$ cat config.mk
export PLATFORM = sky130hd
export DESIGN_NAME = ahb_sram_bridge
export DESIGN_NICKNAME = d
export VERILOG_FILES = /design/src/rtl/ahb_sram_pkg.sv /design/src/rtl/ahb_sram_lane_dec.sv /design/src/rtl/ahb_sram_bridge.sv
export SDC_FILE = /design/constraint.sdc
export NUM_CORES = 1
export LEC_CHECK = 0
export CORE_AREA = 2 2 75 77
export DETAILED_ROUTE_END_ITERATION = 10
export DIE_AREA = 0 0 77 79
export PLACE_DENSITY = 0.93
export SLEW_MARGIN = 10
export SYNTH_ARGS = -nofsm -noshare
export SYNTH_HDL_FRONTEND = slang
export SYNTH_SLANG_ARGS = --single-unit
export TNS_END_PERCENT = 10
$ cat constraint.sdc
create_clock -name CLK -period 3.4 [get_ports CLK]
set_input_delay 1.02 -clock CLK [delete_from_list [all_inputs] [get_ports CLK]]
set_output_delay 1.02 -clock CLK [all_outputs]
set_load 0.05 [all_outputs]
$ cat src/rtl/ahb_sram_pkg.sv
// Shared encodings for the AHB-to-SRAM bridge: bus codes, FSM states, lane mask width.
package ahb_sram_pkg;

  localparam int MASK_W = 4;

  typedef enum logic [1:0] {
    TRANS_IDLE   = 2'd0,
    TRANS_BUSY   = 2'd1,
    TRANS_NONSEQ = 2'd2,
    TRANS_SEQ    = 2'd3
  } htrans_e;

  typedef enum logic [2:0] {
    SIZE_BYTE = 3'd0,
    SIZE_HALF = 3'd1,
    SIZE_WORD = 3'd2
  } hsize_e;

  typedef enum logic [2:0] {
    ST_IDLE  = 3'd0,
    ST_WRITE = 3'd1,
    ST_READ  = 3'd2,
    ST_ERR1  = 3'd3,
    ST_ERR2  = 3'd4
  } state_e;

endpackage

$ cat src/rtl/ahb_sram_lane_dec.sv
// Byte-lane decode: turns transfer size and low address bits into an SRAM byte mask.
// Purely combinational; flags sizes above a word and misaligned halves/words as invalid.
module ahb_sram_lane_dec
  import ahb_sram_pkg::*;
(
  input  logic [2:0]        hsize_i,
  input  logic [1:0]        haddr_lo_i,
  output logic [MASK_W-1:0] mask_o,
  output logic              invalid_o
);

  always_comb begin
    mask_o    = '0;
    invalid_o = 1'b0;
    case (hsize_i)
      SIZE_BYTE: mask_o = MASK_W'(1) << haddr_lo_i;
      SIZE_HALF: begin
        mask_o    = haddr_lo_i[1] ? 4'b1100 : 4'b0011;
        invalid_o = haddr_lo_i[0];
      end
      SIZE_WORD: begin
        mask_o    = 4'b1111;
        invalid_o = |haddr_lo_i;
      end
      default:   invalid_o = 1'b1;
    endcase
  end

endmodule

$ cat src/rtl/ahb_sram_bridge.sv
// Zero-wait-state AHB-Lite slave in front of a single-port SRAM with combinational read data.
// Invalid sizes/alignments get a two-cycle ERROR response; all other transfers complete in one data phase.
module ahb_sram_bridge
  import ahb_sram_pkg::*;
#(
  parameter int ADDRWIDTH = 16,
  parameter int DATAWIDTH = 32
) (
  input  logic                   CLK,
  input  logic                   RSTn,
  input  logic                   HSEL,
  input  logic [ADDRWIDTH+1:0]   HADDR,
  input  logic [1:0]             HTRANS,
  input  logic                   HWRITE,
  input  logic [2:0]             HSIZE,
  input  logic                   HREADY,
  input  logic [DATAWIDTH-1:0]   HWDATA,
  output logic                   HREADYOUT,
  output logic                   HRESP,
  output logic [DATAWIDTH-1:0]   HRDATA,
  output logic [ADDRWIDTH-1:0]   SRAM_ADDR,
  output logic                   SRAM_CS,
  output logic [MASK_W-1:0]      SRAM_WE,
  output logic [DATAWIDTH-1:0]   SRAM_WDATA,
  input  logic [DATAWIDTH-1:0]   SRAM_RDATA
);

  state_e                state_q, state_d;
  logic [ADDRWIDTH-1:0]  addr_q, addr_d;
  logic [MASK_W-1:0]     we_q, we_d;
  logic [MASK_W-1:0]     lane_mask;
  logic                  lane_invalid;
  logic                  accept;

  ahb_sram_lane_dec u_lane_dec (
    .hsize_i    (HSIZE),
    .haddr_lo_i (HADDR[1:0]),
    .mask_o     (lane_mask),
    .invalid_o  (lane_invalid)
  );

  // ERR1 holds the bus (HREADYOUT=0), so it never accepts and always moves on to ERR2.
  assign accept = HSEL && HREADY && (state_q != ST_ERR1) &&
                  ((HTRANS == TRANS_NONSEQ) || (HTRANS == TRANS_SEQ));

  always_comb begin
    state_d = ST_IDLE;
    addr_d  = addr_q;
    we_d    = '0;
    if (state_q == ST_ERR1) begin
      state_d = ST_ERR2;
    end else if (accept) begin
      addr_d = HADDR[ADDRWIDTH+1:2];
      if (lane_invalid) begin
        state_d = ST_ERR1;
      end else if (HWRITE) begin
        state_d = ST_WRITE;
        we_d    = lane_mask;
      end else begin
        state_d = ST_READ;
      end
    end
  end

  always_ff @(posedge CLK or negedge RSTn) begin
    if (!RSTn) begin
      state_q <= ST_IDLE;
      addr_q  <= '0;
      we_q    <= '0;
    end else begin
      state_q <= state_d;
      addr_q  <= addr_d;
      we_q    <= we_d;
    end
  end

  // we_q is only non-zero while in WRITE, so the SRAM strobes need no extra state gating.
  assign SRAM_CS    = (state_q == ST_WRITE) || (state_q == ST_READ);
  assign SRAM_WE    = we_q;
  assign SRAM_ADDR  = addr_q;
  assign SRAM_WDATA = HWDATA;
  assign HRDATA     = (state_q == ST_READ) ? SRAM_RDATA : '0;
  assign HREADYOUT  = (state_q != ST_ERR1);
  assign HRESP      = (state_q == ST_ERR1) || (state_q == ST_ERR2);

endmodule

; After elaboration in Yosys (flattened, before gate mapping)
; Cells that the tools add are included.
[totals]
reg_bits = 23
latch_bits = 0
mem_bits_rw = 0
romBits = 0
input_bits = 92
out_inout_bits = 87
word_cells = 35
n_memories = 0
[classes]
n_addsub = 0
n_mul = 0
n_div = 0
order_cmp = 0
n_eq_ne = 9
n_shift = 1
mux = 12
bitwise = 1
n_reduce_logical = 9
[ops]
columns = op, n
row1 = 32-bit 2-to-1 mux, 1
row2 = 4-bit 2-to-1 mux, 5
row3 = 4-bit one-hot mux with 3 select lines, 1
row4 = 3-bit by 2-bit equality test with 1-bit output (second input constant), 3
row5 = 3-bit by 1-bit equality test with 1-bit output (second input constant), 2
row6 = 2-bit 2-to-1 mux, 3
row7 = 2-bit equality test (second input constant), 2
row8 = 1-bit by 2-bit << shifter with 4-bit output (first input constant), 1
row9 = 3-bit equality test (second input constant), 1
row10 = 1-bit logical AND, 3
row11 = 3-bit zero test, 1
row12 = 1-bit logical OR, 3
row13 = 3-bit 2-to-1 mux, 1
row14 = 3-bit by 2-bit inequality test with 1-bit output (second input constant), 1
row15 = 1-bit one-hot mux with 3 select lines, 1
row16 = 2-bit AND reduction, 1
row17 = 2-bit OR reduction, 1
row18 = 1-bit inverter, 1

; Depth between registers and ports, before layout
; Gate-level depths: netlist of the first run.
[logic_depth]
ltp_word = 6
mapped_depth = 5
depth_no_buf = 3

; Modules after synthesis
; From an unflattened synthesis of the first run, not the netlist that was laid out.
[unflattened]
cells_unflattened = 139
area_unflattened_um2 = 1491.4
[by_module_without_submodules]
columns = module, instances, cells_each, area_per_inst_um2, seq_area_each_um2
row1 = ahb_sram_bridge, 1, 124, 1413.9, 575.6
row2 = ahb_sram_lane_dec, 1, 15, 77.6, 0.0

; Worst setup path after synthesis of the first run
; OpenSTA, ideal clock, no wires.
[synth_timing]
path_type = register to output
from = reg state_q[1]
to = out HRESP
arrival_ns = 1.646
t_required_ns = 2.380
setup_slack_ns = 0.734
stages_incl_launch_ff = 3
path_buffers = 0
cell_sequence = dfrtp_1 nand2b_1 o21ai_0
[synth_via]
elab_chain_cells = 2
word_cells_on_any_way = 3
cone_classes = 2 x eq/ne / 1 x reduce/logical
[synth_rtl]
columns = item, line_no
row1 = start: declaration, ahb_sram_bridge.sv:28  ; state_e state_q, state_d;
row2 = start signal: assignment, ahb_sram_bridge.sv:71  ; state_q <= state_d;
row3 = 3-bit by 2-bit equality test with 1-bit output / 3-bit equality test (equally long branches), ahb_sram_bridge.sv:84  ; assign HRESP = (state_q == ST_ERR1) || (state_q == ST_ERR2);
row4 = 1-bit logical OR (*), ahb_sram_bridge.sv:84
row5 = end: declaration, ahb_sram_bridge.sv:19  ; output logic HRESP,
; Every way passes the cells marked *; elsewhere a longest branch is shown, timed or not.

; Worst setup path after layout of the first run
; Ends and elaborated chain as after synthesis.

==> results, run 1 <==
- The initial utilization of the core area, before any placement, comes to 27.5%.
- The core region is 5340 sq um.
- In the final layout, the share of cells above drive strength 1 is 25.5%.
- At the pin with the least slew margin, the transition time is 519 ps.
- Entering global routing, the biggest net connects 33 pins.
- The violation count after the first detailed-route iteration is 40.
- Across all layers, the routed design uses 1227 vias.
- The number of antenna violations at the first check in global routing is 0.
- The count of pins on the block boundary is 179.
- The antenna cell count is 0.
- The most frequently used flop master after synthesis is sky130_fd_sc_hd__dfrtp_1.
- The number of hold-slack violations in the final timing report is 0.
- Power comes to 0.947 mW.
- The count of maximum capacitance violations is 0.
- Counting tap cells, the placed design contains a total of 288 instances.
- The post-detailed-route wirelength per cell is 14.7 um.
- The stage delay of the slowest cell on the critical path is 840 ps.
- The first detailed-routing pass took 2 iterations.
- The endpoint required time on the critical path is 2380 ps.
- The maximum ir drop on the vdd rail is 0.000185 V.
- Buffers inserted during clock tree synthesis total 3.
- The post-CTS resize count is 0.
- The leftover overflow at the end of global routing is 0.
- In this run the worst path has a maximum fanout of 4.
- The final net count is 313.
- The fmax is 0.350 GHz.
- Summed over all layers, the routed wires come to 4290 um.
- The final cell count without fillers is 292.
- The launching element type of the critical path is a flip-flop.
- The signal on the critical path passes through nand2b_1 -> o21ai_0 -> clkdlybuf4s50_1.
- The die outline width is 77 um.
- The die area is 6080 sq um.
- Across the routed clock network, the largest skew measured is 1.36 ps.
- The clock root buffer master is sky130_fd_sc_hd__clkbuf_8.
- The final critical path takes up 84.0% of the cycle.
- At the worst endpoint, the arrival time is 1840 ps.
- In the synthesized netlist the async set-or-reset flop fraction comes to 100%.
- Hold is met by 506 ps.
- The DRC violations left is 0.
- The mean number of vias per cell is 4.20.
- The number of placement rows is 27.
- The clock reaches the later pin of the worst-skew pair after 250 ps.
- Summed over its instances, the top area cell type makes up 39.2% of the synthesized netlist area.
- The number of global-route vias before repair was 1167.
- In this run the static leakage power is 1.18 nW.
- Counting I/O delays and the setup requirement, the final critical path takes 2860 ps.
- The worst hold path belongs to the class reg2reg.
- Among all stages on the critical path, the largest delay is contributed by sky130_fd_sc_hd__clkdlybuf4s50_1.
- Setup violations remaining at the end of the flow were counted as 0.
- The relative max-transition margin is 65.3%.
- Setup total negative slack on the finished layout was measured at 0 ps.
- The net count of the mapped netlist is 230.
- The H-tree level count is 1.
- The flow ran to the end, and the final reports show no timing, DRC or antenna violations.
- After clock tree synthesis, the clock-pin slew on the worst setup and hold paths is 70 ps.
- The biggest area contributor in the post-synthesis netlist is sky130_fd_sc_hd__dfrtp_1.
- The sort of element at the end of the critical path is an output pin.
- The smallest setup slack after layout is 544 ps.
- The half-perimeter wire length of the detailed placement result is 3710 um.
- The number of warning messages in the yosys log is 0.
- The post-CTS setup buffer count is 0.
- The average instance in the mapped netlist occupies 10.6 sq um.
- The number of port buffers is 113.
- Of the synthesized area, sequential elements account for 39.2%.
- The pre-CTS worst setup slack is 554 ps.
- By count the netlist is led by 32 x sky130_fd_sc_hd__and2_1, 32 x sky130_fd_sc_hd__buf_4, 23 x sky130_fd_sc_hd__dfrtp_1.
- The post-layout instance area is 2790 sq um.
- The unique cell type count in the Yosys netlist is 27.
- The remaining number of nets flagged by the antenna check after routing is 0.
- In the global route stage, overall resource usage came out at 13.0%.
- The die span in y is 79 um.
- The final RePlAce weighted congestion is 0.721.
- In this run, post-CTS hold repair placed 0 buffers.
- The critical path is of the reg2out type.
- Dividing total power by cell area gives a power density of 339 nW/um^2.
- The final count of pins violating max slew is 0.
- The longest clock path from root to sink contains 2 buffers.
- The first-pass GRT wire length is 6250 um.
- Synthesis handed over a netlist of 138 instances.
- The synthesized area is 1470 sq um.
- The TritonCTS clock tree is done.
- Ranked by total cell area, the synthesized netlist is headed by sky130_fd_sc_hd__dfrtp_1 39%, sky130_fd_sc_hd__buf_4 16%, sky130_fd_sc_hd__and2_1 14%.
- Counting flops and latches in the post-synthesis netlist gives 23.
- The clock net sink count is 23.
- Cells fill 52.3% of the core in the end.
- Setup repair after global routing left no endpoint under its margin.
- The number of flops mapped to enable cells by yosys is 0.
- Relative to the synthesized area, the layout overhead comes to 90.1%.
- Summing all placed instances gives a cell area of 2750 sq um.
==> critical path, delay by kind of cell, from the launching register on <==
family	cells	cell delay, ps
compound gates	1	150
buf+inv	1	840
flops	1	430
simple gates	1	160
==> per-layer routing <==
layer	global-route usage, %	vias to the layer above	wire [um]	share of wire, %
met5	0	-	0	0
met4	5.18	0	65	1.5
met3	3.98	10	340	7.9
met2	22.2	58	2270	53
met1	15.2	570	1610	38
li1	-	589	-	-
==> state kept, by name, summed over array words and instances (netlist names) <==
name and count:
state_q 3, SRAM_ADDR 16, SRAM_WE 4
==> layout make-up <==
class	instances	area, sq um
Timing Repair Buffer	115	1470
Tap cell	72	90.1
Inverter	2	7.51
Sequential cell	23	576
Multi-Input combinational cell	76	608
Clock buffer	4	45.0
Fill cell	471	2540
==> placed cells by master (no fill, tap or decap) <==
cell / instances
sky130_fd_sc_hd__clkdlybuf4s50_1: 81
sky130_fd_sc_hd__and2_1: 32
sky130_fd_sc_hd__buf_12: 32
sky130_fd_sc_hd__dfrtp_1: 23
sky130_fd_sc_hd__mux2_4: 10
sky130_fd_sc_hd__mux2_2: 6
sky130_fd_sc_hd__o21ai_0: 4
sky130_fd_sc_hd__a31oi_1: 3
sky130_fd_sc_hd__nor2_1: 3
sky130_fd_sc_hd__clkbuf_8: 3
sky130_fd_sc_hd__inv_1: 2
sky130_fd_sc_hd__a21oi_1: 2
sky130_fd_sc_hd__nor3_1: 2
sky130_fd_sc_hd__buf_4: 2
sky130_fd_sc_hd__nand3b_4: 1
sky130_fd_sc_hd__nor2b_1: 1
sky130_fd_sc_hd__and3_1: 1
sky130_fd_sc_hd__nand2_1: 1
sky130_fd_sc_hd__nor3b_2: 1
sky130_fd_sc_hd__nand3_1: 1
sky130_fd_sc_hd__nor3b_1: 1
sky130_fd_sc_hd__xor2_1: 1
sky130_fd_sc_hd__a2111oi_0: 1
sky130_fd_sc_hd__xnor2_1: 1
sky130_fd_sc_hd__nand2b_1: 1
sky130_fd_sc_hd__or4_1: 1
sky130_fd_sc_hd__nor4bb_1: 1
sky130_fd_sc_hd__and2_4: 1
sky130_fd_sc_hd__clkbuf_1: 1
==> worst paths after layout <==
path	startpoint	end	slack [ps]	cells past startpoint
worst min-delay path	SRAM_ADDR[8]	SRAM_ADDR[8]	510	1
worst max register to register	state_q[2]	SRAM_ADDR[9]	2010	3
max in group asynchronous	RSTn	state_q[0]	2060	2
worst min register to register	SRAM_ADDR[8]	SRAM_ADDR[8]	510	1
worst max-delay path	state_q[1]	HRESP	540	3
min in group asynchronous	RSTn	SRAM_ADDR[14]	1120	2
==> cells by family after synthesis <==
group / after synthesis / share of synthesized area, %
AO/OA/AOI/OAI: 10 / 3.92
XOR/XNOR: 2 / 1.19
buffers and inverters: 39 / 19.8
flip-flops: 23 / 39.2
multiplexers: 16 / 14.8
AND/OR/NAND/NOR: 48 / 21.1
==> report_power, final <==
group	internal [mW]	total, mW	leakage [nW]	switching (mW)
clock	0.0833	0.162	0.0228	0.0788
sequential	0.311	0.333	0.286	0.0214
combinational	0.210	0.452	0.876	0.242
total	0.605	0.947	1.18	0.342
(Power assumes the default switching activity.)
==> run 2, diff against run 1 <==
- CORE_AREA: 2 2 75 77 -> 2 2 79 81
- DIE_AREA: 0 0 77 79 -> 0 0 81 83
- PLACE_DENSITY: 0.93 -> 0.86
- clock period: 3.4 -> 2.65 ns (I/O delays scaled with it)
==> run 2 against run 1 <==
Worst setup slack worse by 350 ps. Clock power rose by 28%. Clock skew increased by 1.4 ps. Flip-flop and latch count unchanged. Sequential power increased by 28%. Sequential share of layout area is the same. Combinational power increased by 29%. Critical path type unchanged. Wire length grew 5.7%. Critical path depth fell by 1.
==> results, run 2 (same netlist as run 1, synthesis figures left out) <==
- The number of global-route vias before repair came to 1283.
- The number of placed instances, taps included is 291.
- The first-pass GRT wire length is 6990 um.
- The utilization after layout is 48.0%.
- After detailed routing, the number of vias per cell comes to 4.08.
- The die area is 6720 sq um.
- The maximum ir drop on the vdd rail is 0.000306 V.
- In this run the tool buffered the top-level ports with 113 buffer cells.
- The area of combinational cells with multiple inputs is 608 sq um.
- The final cell count without fillers is 295.
- At the worst endpoint, the required time is 1860 ps.
- The slew at the pin closest to its max-slew limit is 527 ps.
- The relative max-transition margin is 64.7%.
- Setup repair after global routing left no endpoint under its margin.
- The first routing iteration left 39 violations.
- Detailed placement ended at an HPWL of 3830 um.
- The antenna cell count is 0.
- The count of pins on the block boundary is 179.
- The number of placement rows is 28.
- The overall routed net length is 4530 um.
- The pre-CTS worst setup slack is 203 ps.
- The kind of critical path is reg2out.
- Setup violations remaining at the end of the flow were counted as 0.
- Entering global routing, the biggest net connects 33 pins.
- The post-CTS setup buffer count is 0.
- After clock tree synthesis, the clock-pin slew on the worst setup and hold paths is 70 ps.
- The starting density of the core is 25.3%.
- The DRC violations left is 0.
- The fill cell total of the finished layout is 522.
- The run finished with clean final reports.
- The final net count is 313.
- The storage element area is 576 sq um.
- The maximum fanout along the worst path is 6.
- TritonCTS built the clock tree.
- The smallest setup slack after layout is 193 ps.
- The type of the worst min-delay path is reg2reg.
- The clock net sink count is 23.
- The leftover overflow at the end of global routing is 0.
- After clock tree synthesis, the flow added hold-fix buffers numbering 0.
- The post-CTS resize count is 0.
- The count of nets left with antenna violations once routing finished came out at 0.
- The core region area is 5820 sq um.
- For this design the static power due to leakage is 1.19 nW.
- After detailed routing, the average wire length per cell comes to 15.3 um.
- The aggregate negative setup slack is 0 ps.
- The floorplan step set the die height to 83 um.
- The die is 81 um wide.
- The CTS buffer count is 3.
- The number of antenna violations at the first check in global routing is 0.
- The detailed router placed 1203 vias in this run.
- The maximum clock skew at final layout is 2.80 ps.
- The register with the most flip-flops in the layout has 16 of them.
- For the worst-skew pair, the clock arrives at the later sink with an insertion delay of 260 ps.
- The power per unit of standard cell area is 435 nW/um^2.
- The leading cell type in the layout, fill and taps excluded is sky130_fd_sc_hd__clkdlybuf4s50_1.
- The clock root buffer master is sky130_fd_sc_hd__clkbuf_8.
- The area growth from synthesis to layout is 90.1%.
- The final RePlAce weighted congestion is 0.852.
- The clock period minus final worst setup slack is 2460 ps.
- The count of maximum capacitance violations is 0.
- The share of the cycle needed by the critical path after routing is 92.7%.
- No sink is reached through more buffers than the 2 on the longest clock path.
- Global routing used 13.3% of the available tracks.
- The fraction of final layout cells sized beyond drive strength 1 is 26.8%.
- The final count of pins violating max slew is 0.
- STA classifies the critical path startpoint as a flip-flop.
- In the layout the commonest cells are 79 x sky130_fd_sc_hd__clkdlybuf4s50_1, 32 x sky130_fd_sc_hd__and2_1, 32 x sky130_fd_sc_hd__buf_12.
- STA puts the critical path data arrival time at 1660 ps.
- STA classifies the critical path endpoint as an output pin.
- The H-tree level count is 1.
- For this run, the detailed router's first-pass iteration total came to 4.
- Static timing analysis puts the maximum clock frequency at 0.407 GHz.
- The number of hold-slack violations in the final timing report is 0.
[run 2: layout make-up]
| cell class | count | share of cell area (%) |
|---|---|---|
| inverters | 2 | 0.269 |
| flip-flops and latches | 23 | 20.6 |
| clock inverters | 1 | 0.179 |
| multi-input cells | 76 | 21.8 |
| clock buffers | 3 | 1.48 |
| repair buffers | 115 | 52.3 |
| well taps | 75 | 3.36 |
[run 2: path summary, 6_finish.rpt]
path	depth (start not counted)	endpoint	slack [ps]	from
worst max register to register	3	SRAM_ADDR[10]	1240	state_q[2]
min in group asynchronous	2	SRAM_ADDR[15]	900	RSTn
max in group asynchronous	2	SRAM_WE[1]	1520	RSTn
worst max-delay path	2	HREADYOUT	190	state_q[2]
worst min-delay path	1	SRAM_ADDR[13]	510	SRAM_ADDR[13]
worst min register to register	1	SRAM_ADDR[13]	510	SRAM_ADDR[13]
[run 2: worst max-delay path, cell delays in order (launching register included)]
cell                              delay [ps]
sky130_fd_sc_hd__dfrtp_1                 400
sky130_fd_sc_hd__nand3b_4                190
sky130_fd_sc_hd__clkdlybuf4s50_1         820
[run 2: through the flow]
step	total power [mW]	cell area, sq um	hold slack [ps]
floorplan	0.876	1470	499
CTS	1.23	2790	512
finish	1.21	2790	509
global placement	1.00	2750	489
detailed placement	1.02	2750	493
global route	1.28	2790	522
[run 2: per-layer routing]
metal | up-vias | global-route usage, % | part of all wire (%)
li1 | 581 | - | -
met1 | 558 | 15.5 | 38
met2 | 56 | 22.8 | 52
met3 | 8 | 3.80 | 9.2
met4 | 0 | 4.62 | 0.95
met5 | - | 0 | 0
[run 2: power by group]
| part | leakage, nW | internal (mW) | total [mW] | switching (mW) |
|---|---|---|---|---|
| combinational | 0.879 | 0.269 | 0.581 | 0.312 |
| clock | 0.0255 | 0.105 | 0.207 | 0.102 |
| sequential | 0.286 | 0.400 | 0.426 | 0.0267 |
| total | 1.19 | 0.773 | 1.21 | 0.441 |
==> run 3, diff against run 2 <==
- CORE_AREA: 2 2 79 81 -> 2 2 78 80
- DIE_AREA: 0 0 81 83 -> 0 0 80 82
- PLACE_DENSITY: 0.86 -> 0.88
- SYNTH_HIERARCHICAL: default -> 1
==> run 3 against run 2 <==
Via count rose by 1.6%. Worst hold slack improved by 3.4 ps. Clock skew fell by 0.80 ps. Critical endpoint unchanged. Sequential power rose by 0.9%. Flip-flop and latch count did not move. Global-route usage fell by 1.4 points. Highest routed layer unchanged. Synthesized area rose by 1.5%. Power rose by 1.4%.
==> results, run 3 <==
- The leftover overflow at the end of global routing is 0.
- Summing all placed instances gives a cell area of 2770 sq um.
- The cell taking the most area after synthesis is sky130_fd_sc_hd__dfrtp_1.
- The leakage power figure is 1.24 nW.
- The critical register-to-register path startpoint is state_q[2].
- The number of search-and-repair iterations in the first detailed-routing pass is 4.
- The synthesized netlist devotes 0.587% of its cell area to XOR and XNOR gates.
- The number of hold buffers added after CTS was 0.
- In this run the remaining antenna-violating nets after routing total 0.
- Row generation in the floorplan step produced 28 rows.
- The die is 80 um wide.
- The clock period minus final worst setup slack is 2450 ps.
- VDD sags by at most 0.000257 V.
- Synthesis produced a netlist whose cell count is 139.
- STA classifies the critical path endpoint as an output pin.
- The count of pins on the block boundary is 179.
- The count of buffering cells on the critical path with inverters included is 1.
- The number of nets in the synthesized netlist is 231.
- From bottom edge to top edge, the die measures 82 um.
- The complex-gate fraction of the synthesized area is 4.28%.
- The count of maximum capacitance violations is 0.
- The area growth from synthesis to layout is 88.4%.
- The leading cell type in the layout, fill and taps excluded is sky130_fd_sc_hd__clkdlybuf4s50_1.
- The end point of the critical path is HREADYOUT.
- The critical path is of the reg2out type.
- The launching element type of the critical path is a flip-flop.
- The average cell area after synthesis is 10.7 sq um.
- After synthesis the cells add up to 1490 sq um.
- The half-perimeter wire length of the detailed placement result is 3560 um.
- The maximum clock skew at final layout is 2.00 ps.
- The maximum fanout along the worst path is 4.
- Summing internal, switching and leakage power gives 1.23 mW.
- The DRC violations left is 0.
- Global routing consumed, over all layers together, 12.0% of the routing resources.
- The worst hold-check slack is 513 ps.
- The number of setup buffers added after CTS is 0.
- The initial utilization of the core area, before any placement, comes to 26.0%.
- The number of antenna violations at the first check in global routing is 0.
- The congestion estimate from routability-driven global placement came to 0.676.
- The fraction of final layout cells sized beyond drive strength 1 is 27.1%.
- By area the synthesized netlist is led by sky130_fd_sc_hd__dfrtp_1 39%, sky130_fd_sc_hd__buf_4 16%, sky130_fd_sc_hd__mux2_4 14%.
- The number of global-route vias before repair came to 1250.
- Counting distinct cell types in the post-synthesis netlist gives 23.
- For this run, the post-layout net count is 314.
- The number of port buffers is 113.
- In the layout the commonest cells are 79 x sky130_fd_sc_hd__clkdlybuf4s50_1, 32 x sky130_fd_sc_hd__and2_1, 32 x sky130_fd_sc_hd__buf_12.
- The number of flops mapped to enable cells by yosys is 0.
- The fill cell total of the finished layout is 495.
- The number of gates resized after CTS was 0.
- Counting cells, the worst reg-to-reg path comes to 3.
- The Yosys step of the flow raised 6 warnings.
- In this run the number of H-tree levels came out at 1.
- The worst register-to-register path ends at SRAM_ADDR[0].
- At the worst endpoint, the required time is 1860 ps.
- The post-layout instance area is 2810 sq um.
- Traced cell by cell, the critical path runs through nand3b_4 -> clkdlybuf4s50_1.
- In the synthesized netlist, mux cells make up 15.6% of the area.
- The area fraction in and, or, nand and nor cells after synthesis is 20.5%.
- The mean number of vias per cell is 4.13.
- TritonCTS built the clock tree.
- For this run, the register share of the synthesized area comes to 38.6%.
- The clock root buffer master is sky130_fd_sc_hd__clkbuf_8.
- The post-detailed-route wirelength per cell is 14.6 um.
- Setup repair after global routing left no endpoint under its margin.
- The run finished with clean final reports.
- The number of hold-slack violations in the final timing report came to 0.
- Based on the critical path, the design can be clocked at up to 0.408 GHz.
- For this design, the sink count on the clock tree is 23.
- Tracing the worst setup path back leads to its startpoint at state_q[2].
- The relative max-transition margin is 64.6%.
- The synthesized design contains 23 register bits.
- STA puts the critical path data arrival time at 1650 ps.
- The top-area cell type share of the netlist area is 38.6%.
- The flip-flop count of the largest register after layout is 16.
- The worst register-to-register path has a setup slack of 1080 ps.
- The aggregate negative setup slack is 0 ps.
- The cell family contributing the most delay on the critical path is buffers and inverters.
- The final route contains 1222 vias.
- After clock tree synthesis, the clock-pin slew on the worst setup and hold paths is 80 ps.
- The violation count after the first detailed-route iteration is 45.
- The share of the cycle needed by the critical path after routing is 92.4%.
- The CTS buffer count is 3.
- For this run, asynchronously set or reset flops after synthesis account for 100%.
- The first global-routing pass estimated 6180 um of wire.
- The overall routed net length is 4310 um.
- Dividing total power by cell area gives a power density of 438 nW/um^2.
- The most frequently used flop master after synthesis is sky130_fd_sc_hd__dfrtp_1.
- The repair_antennas step left the layout with diodes totalling 0.
- Setup violations remaining at the end of the flow were counted as 0.
- The standard cell with the maximum stage delay on the critical path is sky130_fd_sc_hd__clkdlybuf4s50_1.
- The share of synthesized cell area in full adder, half adder and majority cells is 0%.
- For the worst-skew pair, the clock arrives at the later sink with an insertion delay of 260 ps.
- The dominant combinational cell family by area after synthesis is buffers and inverters.
- The slew at the pin closest to its max-slew limit is 529 ps.
- The type of the worst min-delay path is reg2reg.
- The core region is 5750 sq um.
- The final count of pins violating max slew is 0.
- In the synthesized netlist, the cells that appear most often are 32 x sky130_fd_sc_hd__and2_1, 32 x sky130_fd_sc_hd__buf_4, 23 x sky130_fd_sc_hd__dfrtp_1.
- In this run the deepest clock path goes through 2 buffers.
- The critical path depth in cells is 2.
- The die covers 6560 sq um.
- The stage delay of the slowest cell on the critical path is 800 ps.
- Entering global routing, the biggest net connects 24 pins.
## run 3: metal layers
layer  wire length, um  vias up  GRT usage, %
met1              1480      561          12.2
met3               521       10          4.62
met4                36        0          3.73
met2              2270       73          22.5
li1                  -      578             -
met5                 0        -             0
## run 3: cell type report
| type | instances | area (sq um) | share of cell area, % |
|---|---|---|---|
| inverters | 3 | 11.3 | 0.401 |
| well taps | 75 | 93.8 | 3.34 |
| repair buffers | 116 | 1470 | 52.3 |
| multi-input cells | 75 | 616 | 21.9 |
| clock buffers | 4 | 45.0 | 1.60 |
| flip-flops and latches | 23 | 576 | 20.5 |
## run 3: how the worst min path moves through the flow
stage          cells past startpoint  slack (ps)         start            to
6_report                           1         510  SRAM_ADDR[1]  SRAM_ADDR[1]
5_1_grt                            1         530  SRAM_ADDR[1]  SRAM_ADDR[1]
4_1_cts                            1         520  SRAM_ADDR[1]  SRAM_ADDR[1]
3_5_place_dp                       1         500  SRAM_ADDR[0]  SRAM_ADDR[0]
3_3_place_gp                       1         490  SRAM_ADDR[1]  SRAM_ADDR[1]
2_1_floorplan                      0         500          RSTn  SRAM_ADDR[0]
## run 3: cells by family after synthesis
family / Yosys count
and+or+nand+nor: 47
DFF: 23
buffers and inverters: 41
muxes: 16
xor gates and xnor gates: 1
AOI/OAI and AO/OA: 11
## run 3: report_power, final
part / total, mW / internal [mW] / switching, mW / leakage [nW]
Clock: 0.215 / 0.107 / 0.108 / 0.0228
Combinational: 0.586 / 0.277 / 0.310 / 0.928
Sequential: 0.430 / 0.399 / 0.0303 / 0.286
## run 3: per-stage QoR
stage | setup WS (ps) | utilization (%) | cells
global placement | 268 | 48.1 | 292
global route | 138 | 48.9 | 296
finish | 201 | 48.9 | 296
CTS | 183 | 48.9 | 296
detailed placement | 251 | 48.1 | 292
floorplan | 209 | - | 139
